<file path="src/rtl/clock_period_meter.sv">
// clock_period_meter: measures period and high time of a slow signal in clock cycles, with lock and timeout
module clock_period_meter #(
    parameter int WIDTH = 16
) (
    input  logic             clock,
    input  logic             reset,
    input  logic             signal_in,
    output logic [WIDTH-1:0] period,
    output logic [WIDTH-1:0] high_time,
    output logic             period_valid,
    output logic             locked,
    output logic             timeout
);
    typedef enum logic [1:0] {IDLE, MEASURE, LOCKED} state_t;
    state_t state, state_n;
    logic s1, s2, s3;
    logic rise, fall, sat;
    logic [WIDTH-1:0] cnt, period_n, high_time_n;
    logic period_valid_n, locked_n, timeout_n;
    assign rise = s2 & ~s3;
    assign fall = ~s2 & s3;
    assign sat = cnt == {WIDTH{1'b1}};
    always_comb begin
        state_n = state;
        period_n = period;
        high_time_n = high_time;
        period_valid_n = 1'b0;
        locked_n = locked;
        timeout_n = timeout;
        if (state == IDLE) begin
            if (rise) begin
                state_n = MEASURE;
                timeout_n = 1'b0;
            end
        end else if (rise) begin
            period_n = cnt;
            period_valid_n = 1'b1;
            locked_n = 1'b1;
            state_n = LOCKED;
        end else if (sat) begin
            state_n = IDLE;
            timeout_n = 1'b1;
            locked_n = 1'b0;
            period_n = '0;
            high_time_n = '0;
        end else if (fall) begin
            high_time_n = cnt;
        end
    end
    always_ff @(posedge clock) begin
        if (reset) begin
            s1 <= 1'b0;
            s2 <= 1'b0;
            s3 <= 1'b0;
            cnt <= '0;
            state <= IDLE;
            period <= '0;
            high_time <= '0;
            period_valid <= 1'b0;
            locked <= 1'b0;
            timeout <= 1'b0;
        end else begin
            s1 <= signal_in;
            s2 <= s1;
            s3 <= s2;
            cnt <= rise ? WIDTH'(1) : sat ? cnt : cnt + WIDTH'(1);
            state <= state_n;
            period <= period_n;
            high_time <= high_time_n;
            period_valid <= period_valid_n;
            locked <= locked_n;
            timeout <= timeout_n;
        end
    end
endmodule

</file>
<file path="config.mk">
export PLATFORM = sky130hd
export DESIGN_NAME = clock_period_meter
export DESIGN_NICKNAME = d
export VERILOG_FILES = /design/src/rtl/clock_period_meter.sv
export SDC_FILE = /design/constraint.sdc
export NUM_CORES = 1
export LEC_CHECK = 0
export BUFFER_PORTS_ARGS = -buffer_cell sky130_fd_sc_hd__clkbuf_2
export CAP_MARGIN = 15
export CELL_PAD_IN_SITES_DETAIL_PLACEMENT = 0
export CELL_PAD_IN_SITES_GLOBAL_PLACEMENT = 1
export CORE_ASPECT_RATIO = 0.8
export CORE_MARGIN = 3
export CORE_UTILIZATION = 42
export CTS_CLUSTER_DIAMETER = 100
export DETAILED_ROUTE_END_ITERATION = 7
export PLACE_DENSITY = 0.82
export SLEW_MARGIN = 10
export SYNTH_ARGS = -nofsm -noshare
export SYNTH_HDL_FRONTEND = slang
export SYNTH_SLANG_ARGS = --single-unit
</file>
<file path="constraint.sdc">
create_clock -name clock -period 2.2 [get_ports clock]
set_input_delay 0.66 -clock clock [delete_from_list [all_inputs] [get_ports clock]]
set_output_delay 0.66 -clock clock [all_outputs]
set_load 0.01 [all_outputs]
</file>
==> qor.txt, run 1 <==
Slew @ Worst Pin -> 0.681 ns
HPWL Detailed -> 4210 µm
Iteration-0 DRC Markers -> 206
CTS tree -> done
Max IR drop VDD -> 379 µV
power per cell area -> 646 nW/µm²
reg-to-reg slack, setup -> 0.31 ns
detailed-route via count -> 2196
max-cap violations -> 0
fmax -> 528 MHz
Yosys cell types -> 49
Synth Instances -> 260
Critical Path Sink Type -> flop
chip height -> 74.1 µm
Cell Rows -> 24
layout cells sized above 1 -> 0.233
Synth area leaders -> dfxtp_1 46%, a32o_1 6.6%, a21oi_1 5.3%
worst-path cell chain -> nand4_1 > nor4_2 > o21ai_2 > a32o_1
Req. time, crit path -> 2.40 ns
Synth area leader -> dfxtp_1
# diodes -> 0
Synth Flop Type -> dfxtp_1
period utilisation layout -> 0.861
EDFF count, synth -> 0
Syn Nets -> 266
worst skew pair latency -> 0.31 ns
die width -> 91.1 µm
Root Driver -> clkbuf_8
status -> finished, final reports clean
via/cell ratio -> 6.02
first-pass GRT wire length -> 10100 µm
vias in the first global route -> 1967
YS warnings -> 0
WL per Instance -> 16.4 µm
Port Buffers -> 37
postcts setup bufs -> 0
H-tree Lvls -> 2
Starting Density -> 0.441
routability congestion estimate -> 0.812
Worst Hold Class -> reg -> reg
GRT Total Usage -> 0.186
crit path max fanout -> 16
clock tree sinks -> 56
Synth async-reset ratio -> 0
Synth-to-Final Area Change -> 13.1%
final-report setup violation count -> 0
initial antenna violation count -> 0
DR DRC count -> 0
Slew headroom -> 0.546
# hold bufs at CTS -> 0
share of the synthesized area in the top cell type -> 0.460
post-synthesis sequential area ratio -> 0.460
largest net degree at the start of global routing -> 30
setup_tns -> 0 ns
Commonest cells post-synth -> 56 x dfxtp_1, 26 x a21oi_1, 19 x a31oi_1
RSZ-0062 raised after global routing -> false
post_cts resized -> 0
Pre-antenna DRT Iters -> 5
Final min period -> 1.89 ns
Core ar. -> 5530 µm²
Final Hold Viols -> 0
Clock Skews -> 0.00640 ns
Synth Register Bits -> 56
crit start category -> flop
Final ANT Viol Nets -> 0
WL final -> 5990 µm
IO Pins -> 38
Pleak -> 1.04 nW
die area -> 6750 µm²
synthesized cell area -> 2430 µm²
Reg clk slew, reported paths -> 0.09 ns
Slew Viols, Final -> 0
Crit Path Class -> reg -> reg
top-count cell post-synth -> dfxtp_1
CTS Buf Count -> 5
slowest stage delay, CP -> 0.50 ns
CP arrival -> 2.09 ns
Slowest-stage cell, CP -> dfxtp_1
Layout Cells excl Fill -> 365
global route overflow -> 0
CTS max path bufs -> 2
Avg Inst Size Synth -> 9.36 µm²
Final nets -> 292
placed insts -> 357
==> registers in the layout, summed over array words and instances (netlist names) <==
| name | count |
|---|---|
| s1 | 1 |
| high_time | 16 |
| state | 2 |
| locked | 1 |
| s2 | 1 |
| period_valid | 1 |
| s3 | 1 |
| timeout | 1 |
| cnt | 16 |
| period | 16 |
==> worst paths after layout <==
kind / startpoint / endpoint / cells after the start
worst max-delay path: cnt[9] / high_time[4] / 4
worst min-delay path: s1 / s2 / 1
worst max register to register: cnt[9] / high_time[4] / 4
worst min register to register: s1 / s2 / 1
==> layout make-up <==
cell class / instances / area [µm²]
clock buffers: 8 / 90.1
fillers: 581 / 2770
inverters: 4 / 15.0
multi-input cells: 168 / 1140
flip-flops and latches: 56 / 1120
well taps: 78 / 97.6
repair buffers: 51 / 290
==> power by group <==
group | leakage, nW | switching [mW] | internal [mW]
Combinational | 0.547 | 0.119 | 0.0544
Sequential | 0.452 | 0.00716 | 1.02
Clock | 0.0455 | 0.317 | 0.258
Total | 1.04 | 0.442 | 1.34
==> logic make-up after synthesis <==
| logic type | count (synthesis) | share of synthesized area |
|---|---|---|
| buf+inv | 36 | 0.0719 |
| flops | 56 | 0.460 |
| xor+xnor | 2 | 0.00720 |
| compound gates | 102 | 0.297 |
| simple gates | 61 | 0.149 |
| fa+ha+maj | 3 | 0.0154 |
==> metal layers <==
| layer | global-route usage | wire length (µm) | up-vias |
|---|---|---|---|
| li1 | - | - | 1066 |
| met1 | 0.288 | 3190 | 1037 |
| met2 | 0.254 | 2310 | 83 |
| met3 | 0.0435 | 428 | 10 |
| met4 | 0.0502 | 61 | 0 |
| met5 | 0 | 0 | - |
==> placed cells by master (no fill, tap or decap), drive strengths merged, types with 2 or more instances in the layout <==
cell type  Yosys  routed
dfxtp         56      56
nor3           5       5
nor4           2       2
nand2         12      12
nor2b          4       4
o21ai          7       7
or3            6       6
and4           4       4
o211ai         3       3
a21oi         26      26
a32o          16      16
a211oi        17      17
ha             3       3
nand2b         2       2
nor2           6       6
or2            2       2
and3           2       2
buf           17      14
inv            4       4
o41ai          3       3
o311ai         3       3
clkbuf        15      45
nand3          7       7
a31oi         19      19
nand4          7       7
==> stage by stage <==
stage	hold WS, ns	setup slack (ns)	instance area (µm²)	util	power, mW
after floorplan	0.414	0.291	2430	-	1.18
after global placement	0.418	0.361	2660	0.482	1.23
after detailed placement	0.438	0.345	2660	0.482	1.23
after CTS	0.460	0.340	2750	0.498	1.80
after global routing	0.463	0.130	2750	0.498	1.85
final	0.457	0.305	2750	0.498	1.78
==> critical path: cells and delay by family (launching register included) <==
| kind | cells | cell delay (ns) |
|---|---|---|
| AO/OA/AOI/OAI | 2 | 0.61 |
| AND/OR/NAND/NOR | 2 | 0.67 |
| flip-flops | 1 | 0.50 |
Note: power is estimated with default switching activity, not from simulation.
==> inputs of run 2 (changes only) <==
- CORE_ASPECT_RATIO: 0.8 -> not set
- CORE_UTILIZATION: 42 -> 40
- PLACE_DENSITY: 0.82 -> 0.78
==> qor.txt, run 2 (synthesis results as in run 1) <==
status -> finished, final reports clean
Crit Path Class -> reg -> reg
Slew Viols, Final -> 0 (unchanged)
detailed-route via count -> 2203 (+0.32%)
post_cts resized -> 0 (unchanged)
final-report setup violation count -> 0 (unchanged)
CP endpoint -> high_time[3]
slowest stage delay, CP -> 0.34 ns (-0.16 ns)
Final nets -> 297 (+1.7%)
clock tree sinks -> 56 (unchanged)
top flop regs -> cnt: 16 flops, high_time: 16 flops, period: 16 flops
Max IR drop VDD -> 388 µV (+2.6%)
chip height -> 84.0 µm (+13%)
CTS Buf Count -> 5 (unchanged)
max-cap violations -> 0 (unchanged)
power per cell area -> 643 nW/µm² (-0.42%)
initial antenna violation count -> 0 (unchanged)
worst-path cell chain -> ha_1 > nand4_1 > nor4_2 > o21ai_2 > a32o_1
WL per Instance -> 16.7 µm (+1.7%)
first-pass GRT wire length -> 10400 µm (+3.1%)
Register-to-Register Path Depth -> 5 (+1)
vias in the first global route -> 1977 (+0.51%)
Pleak -> 1.07 nW (+2.4%)
Root Driver -> clkbuf_8
IO Pins -> 38 (unchanged)
Slowest-stage cell, CP -> dfxtp_1
RSZ-0062 raised after global routing -> false
Final ANT Viol Nets -> 0 (unchanged)
Synth-to-Final Area Change -> 14.3%
Iteration-0 DRC Markers -> 157 (-24%)
fmax -> 547 MHz (+3.7%)
largest net degree at the start of global routing -> 23 (-23%)
Core ar. -> 5710 µm² (+3.3%)
Port Buffers -> 37 (unchanged)
# diodes -> 0 (unchanged)
Slew @ Worst Pin -> 0.697 ns (+0.0161 ns)
layout cells sized above 1 -> 0.247 (+0.0131)
Total Power -> 1.79 mW (+0.67%)
Req. time, crit path -> 2.40 ns (about the same)
multi-input logic area -> 1140 µm² (unchanged)
setup_tns -> 0 ns (unchanged)
fill count -> 555 (-4.5%)
CP top delay family -> compound AO/OA/AOI/OAI gates
WL final -> 6080 µm (+1.4%)
die width -> 84.0 µm (-7.8%)
Crit. path cell count -> 5 (+1)
Cell Rows -> 27 (+13%)
crit path launch -> cnt[0]
period utilisation layout -> 0.831 (-0.0306)
GRT Total Usage -> 0.179 (-0.00635)
CTS max path bufs -> 2 (unchanged)
Pre-antenna DRT Iters -> 4 (-1)
routability congestion estimate -> 0.762 (-6.1%)
via/cell ratio -> 6.05 (+0.59%)
Worst Hold Class -> reg -> reg
crit start category -> flop
die area -> 7060 µm² (+4.5%)
Slew headroom -> 0.535 (-0.0107)
Final min period -> 1.83 ns (-0.0673 ns)
DR DRC count -> 0 (unchanged)
Register Area -> 1120 µm² (unchanged)
Starting Density -> 0.426 (-0.0142)
Reg clk slew, reported paths -> 0.10 ns (about the same)
Critical Path Sink Type -> flop
CTS tree -> done
crit path max fanout -> 16 (unchanged)
postcts setup bufs -> 0 (unchanged)
most frequent cells in the layout -> 56 x dfxtp_1, 37 x clkbuf_2, 26 x a21oi_1, 19 x a31oi_1, 19 x buf_4
global route overflow -> 0 (unchanged)
Clock Skews -> 0.00729 ns (+0.000889 ns)
# hold bufs at CTS -> 0 (unchanged)
worst skew pair latency -> 0.31 ns (about the same)
H-tree Lvls -> 2 (unchanged)
HPWL Detailed -> 4320 µm (+2.7%)
Crit path buffers/inverters -> 0 (unchanged)
R2R Path Start -> cnt[0]
Worst R2R End -> high_time[3]
reg-to-reg slack, setup -> 0.37 ns (+0.07 ns)
most common cell after layout, fill and taps aside -> dfxtp_1
CP arrival -> 2.03 ns (-0.06 ns)
Final Hold Viols -> 0 (unchanged)
==> run 2: how the worst min path moves through the flow <==
stage          startpoint  cells past startpoint  to
2_1_floorplan          s1                      1  s2
3_3_place_gp           s1                      1  s2
3_5_place_dp           s1                      1  s2
4_1_cts                s1                      1  s2
5_1_grt                s1                      1  s2
6_report               s1                      1  s2
==> run 2: worst register-to-register path, delay by kind of cell (launching register included) <==
family / cells / cell delay [ns]
AO/OA/AOI/OAI: 2 / 0.63
flip-flops: 1 / 0.34
adder cells (fa/ha/maj): 1 / 0.31
AND/OR/NAND/NOR: 2 / 0.45
==> run 2: final cells by class <==
cell class	count	share of cell area
clock buffer	8	0.0324
inverter	4	0.00540
timing repair buffer	56	0.118
sequential	56	0.403
tap	72	0.0324
multi-input combinational	168	0.409
==> run 2: power by group <==
part	leakage, nW	switching (mW)	internal, mW
clock network	0.0455	0.323	0.258
registers	0.452	0.00658	1.02
logic	0.572	0.123	0.0565
total	1.07	0.452	1.34
==> run 2: per-stage QoR <==
stage	util	area [µm²]	worst slack, ns	cells	hold WS [ns]
2_1_floorplan	-	2430	0.291	260	0.414
3_3_place_gp	0.472	2690	0.429	356	0.416
3_5_place_dp	0.472	2690	0.346	356	0.436
4_1_cts	0.487	2780	0.330	364	0.458
5_1_grt	0.487	2780	0.157	364	0.487
6_report	0.487	2780	0.373	364	0.456
==> run 2: routing by layer <==
layer,vias up,GRT usage,part of all wire
met1,1062,0.265,0.51
li1,1070,-,-
met5,-,0,0
met4,0,0.0482,0.0086
met2,64,0.264,0.43
met3,7,0.0346,0.055
==> inputs of run 3 (changes only) <==
- CORE_UTILIZATION: 40 -> 38
- clock period: 2.2 -> 1.62 ns (I/O delays scaled with it)
==> qor.txt, run 3 (synthesis results as in run 1) <==
status -> finished, final reports clean
WL per Instance -> 16.8 µm (+0.65%)
initial antenna violation count -> 0 (unchanged)
most common cell after layout, fill and taps aside -> dfxtp_1
Worst Hold Class -> in -> reg
top flop regs -> cnt: 16 flops, high_time: 16 flops, period: 16 flops
Final nets -> 327 (+10%)
most frequent cells in the layout -> 46 x dfxtp_1, 45 x buf_4, 37 x clkbuf_2, 25 x a21oi_1, 19 x a31oi_1
Final Hold Viols -> 0 (unchanged)
fill count -> 582 (+4.9%)
top layer in use -> met4
Slew headroom -> 0.755 (+0.220)
detailed-route via count -> 2285 (+3.7%)
CTS max path bufs -> 2 (unchanged)
HPWL Detailed -> 4660 µm (+7.8%)
Cell Rows -> 28 (+3.7%)
R2R Path Start -> cnt[1]
Critical Path Sink Type -> flop
die width -> 86.0 µm (+2.4%)
Top cell by count, worst path -> buf_4
worst-path cell chain -> ha_4 > nand4_1 > nor4_4 > buf_4 > buf_4 > xor2_1 > a21oi_1
period utilisation layout -> 0.980 (+0.150)
CTS tree -> done
metal2 WL -> 2760 µm (+5.7%)
IO Pins -> 38 (unchanged)
# diodes -> 0 (unchanged)
first-pass GRT wire length -> 10700 µm (+3.0%)
crit path max fanout -> 5 (-11)
HP Start -> signal_in
CTS Buf Count -> 5 (unchanged)
layout cells sized above 1 -> 0.394 (+0.148)
setup_tns -> 0 ns (unchanged)
Pleak -> 1.26 nW (+18%)
PnR worst setup slack -> 0.0322 ns (-0.340 ns)
Starting Density -> 0.402 (-0.0247)
die area -> 7400 µm² (+4.9%)
max-cap violations -> 0 (unchanged)
Slew @ Worst Pin -> 0.368 ns (-0.329 ns)
RSZ-0062 raised after global routing -> true
Reg clk slew, reported paths -> 0.10 ns (about the same)
Hold WS -> 0.412 ns (-0.0442 ns)
Slew Viols, Final -> 0 (unchanged)
CP arrival -> 1.81 ns (-0.22 ns)
Crit Path Class -> reg -> reg
Clock Skews -> 0.00826 ns (+0.000974 ns)
slowest stage delay, CP -> 0.39 ns (+0.05 ns)
power per cell area -> 795 nW/µm² (+24%)
crit start category -> flop
largest net degree at the start of global routing -> 30 (+30%)
fmax -> 630 MHz (+15%)
final core occ -> 0.519 (+0.0320)
Final min period -> 1.59 ns (-0.240 ns)
vias in the first global route -> 2080 (+5.2%)
Max IR drop VDD -> 432 µV (+11%)
Pre-antenna DRT Iters -> 4 (unchanged)
Core ar. -> 6060 µm² (+6.2%)
final-report setup violation count -> 0 (unchanged)
Iteration-0 DRC Markers -> 177 (+13%)
H-tree Lvls -> 2 (unchanged)
clock tree sinks -> 56 (unchanged)
routability congestion estimate -> 0.872 (+14%)
Root Driver -> clkbuf_8
crit path launch -> cnt[1]
GRT Total Usage -> 0.182 (+0.00297)
DR DRC count -> 0 (unchanged)
worst skew pair latency -> 0.32 ns (about the same)
WL met3 -> 479 µm (+43%)
Final ANT Viol Nets -> 0 (unchanged)
via/cell ratio -> 5.76 (-4.9%)
WL final -> 6670 µm (+9.8%)
chip height -> 86.0 µm (+2.4%)
Slowest-stage cell, CP -> dfxtp_4
Req. time, crit path -> 1.84 ns (-0.56 ns)
global route overflow -> 0 (unchanged)
pre-CTS setup slack -> -0.0593 ns (-0.405 ns)
Synth-to-Final Area Change -> 29.3%
Port Buffers -> 37 (unchanged)
met1 WL -> 3360 µm (+9.0%)
-- run 3: cell type report --
cell class | count | area, µm² | share of cell area
Multi-Input combinational cell | 169 | 1220 | 0.389
Clock inverter | 2 | 13.8 | 0.00437
Sequential cell | 56 | 1140 | 0.362
Clock buffer | 6 | 82.6 | 0.0262
Timing Repair Buffer | 85 | 574 | 0.182
Inverter | 4 | 17.5 | 0.00556
Tap cell | 75 | 93.8 | 0.0298
-- run 3: path summary, 6_finish.rpt --
kind	to	slack, ns	cells after the start
setup / recovery	cnt[0]	0.03	7
hold / removal	s1	0.41	2
setup reg to reg	cnt[0]	0.03	7
hold reg to reg	s2	0.45	1
-- run 3: power breakdown --
part / total, mW / internal (mW) / switching (mW)
clock network: 0.826 / 0.351 / 0.474
registers: 1.40 / 1.39 / 0.0150
logic: 0.274 / 0.101 / 0.173
total: 2.50 / 1.84 / 0.662
-- run 3: routing by layer --
layer / vias up / GRT usage
li1: 1131 / -
met1: 1073 / 0.282
met2: 75 / 0.252
met3: 6 / 0.0394
met4: 0 / 0.0460
met5: - / 0
-- run 3: worst max-delay path, delay by kind of cell, from the launching register on --
family	cells	cell delay, ns
simple gates	2	0.39
fa+ha+maj	1	0.15
compound gates	1	0.22
flops	1	0.39
xor+xnor	1	0.05
buf+inv	2	0.28
-- run 3: metrics by stage --
step	total power [mW]	cell area [µm²]	cells
CTS	2.50	3070	394
global placement	1.70	2930	385
detailed placement	1.70	2930	385
finish	2.50	3150	397
floorplan	1.64	2530	260
global route	2.61	3150	397
-- run 3: repair_timing --
item / 4_1_cts / 5_1_grt
hold buffers: 0 / 0
endpoints found under the setup margin: 18 / 45
resized for setup: 3 / 22
buffers inserted: 1 / 2
gates cloned: 0 / 1
pin swaps: 1 / 10
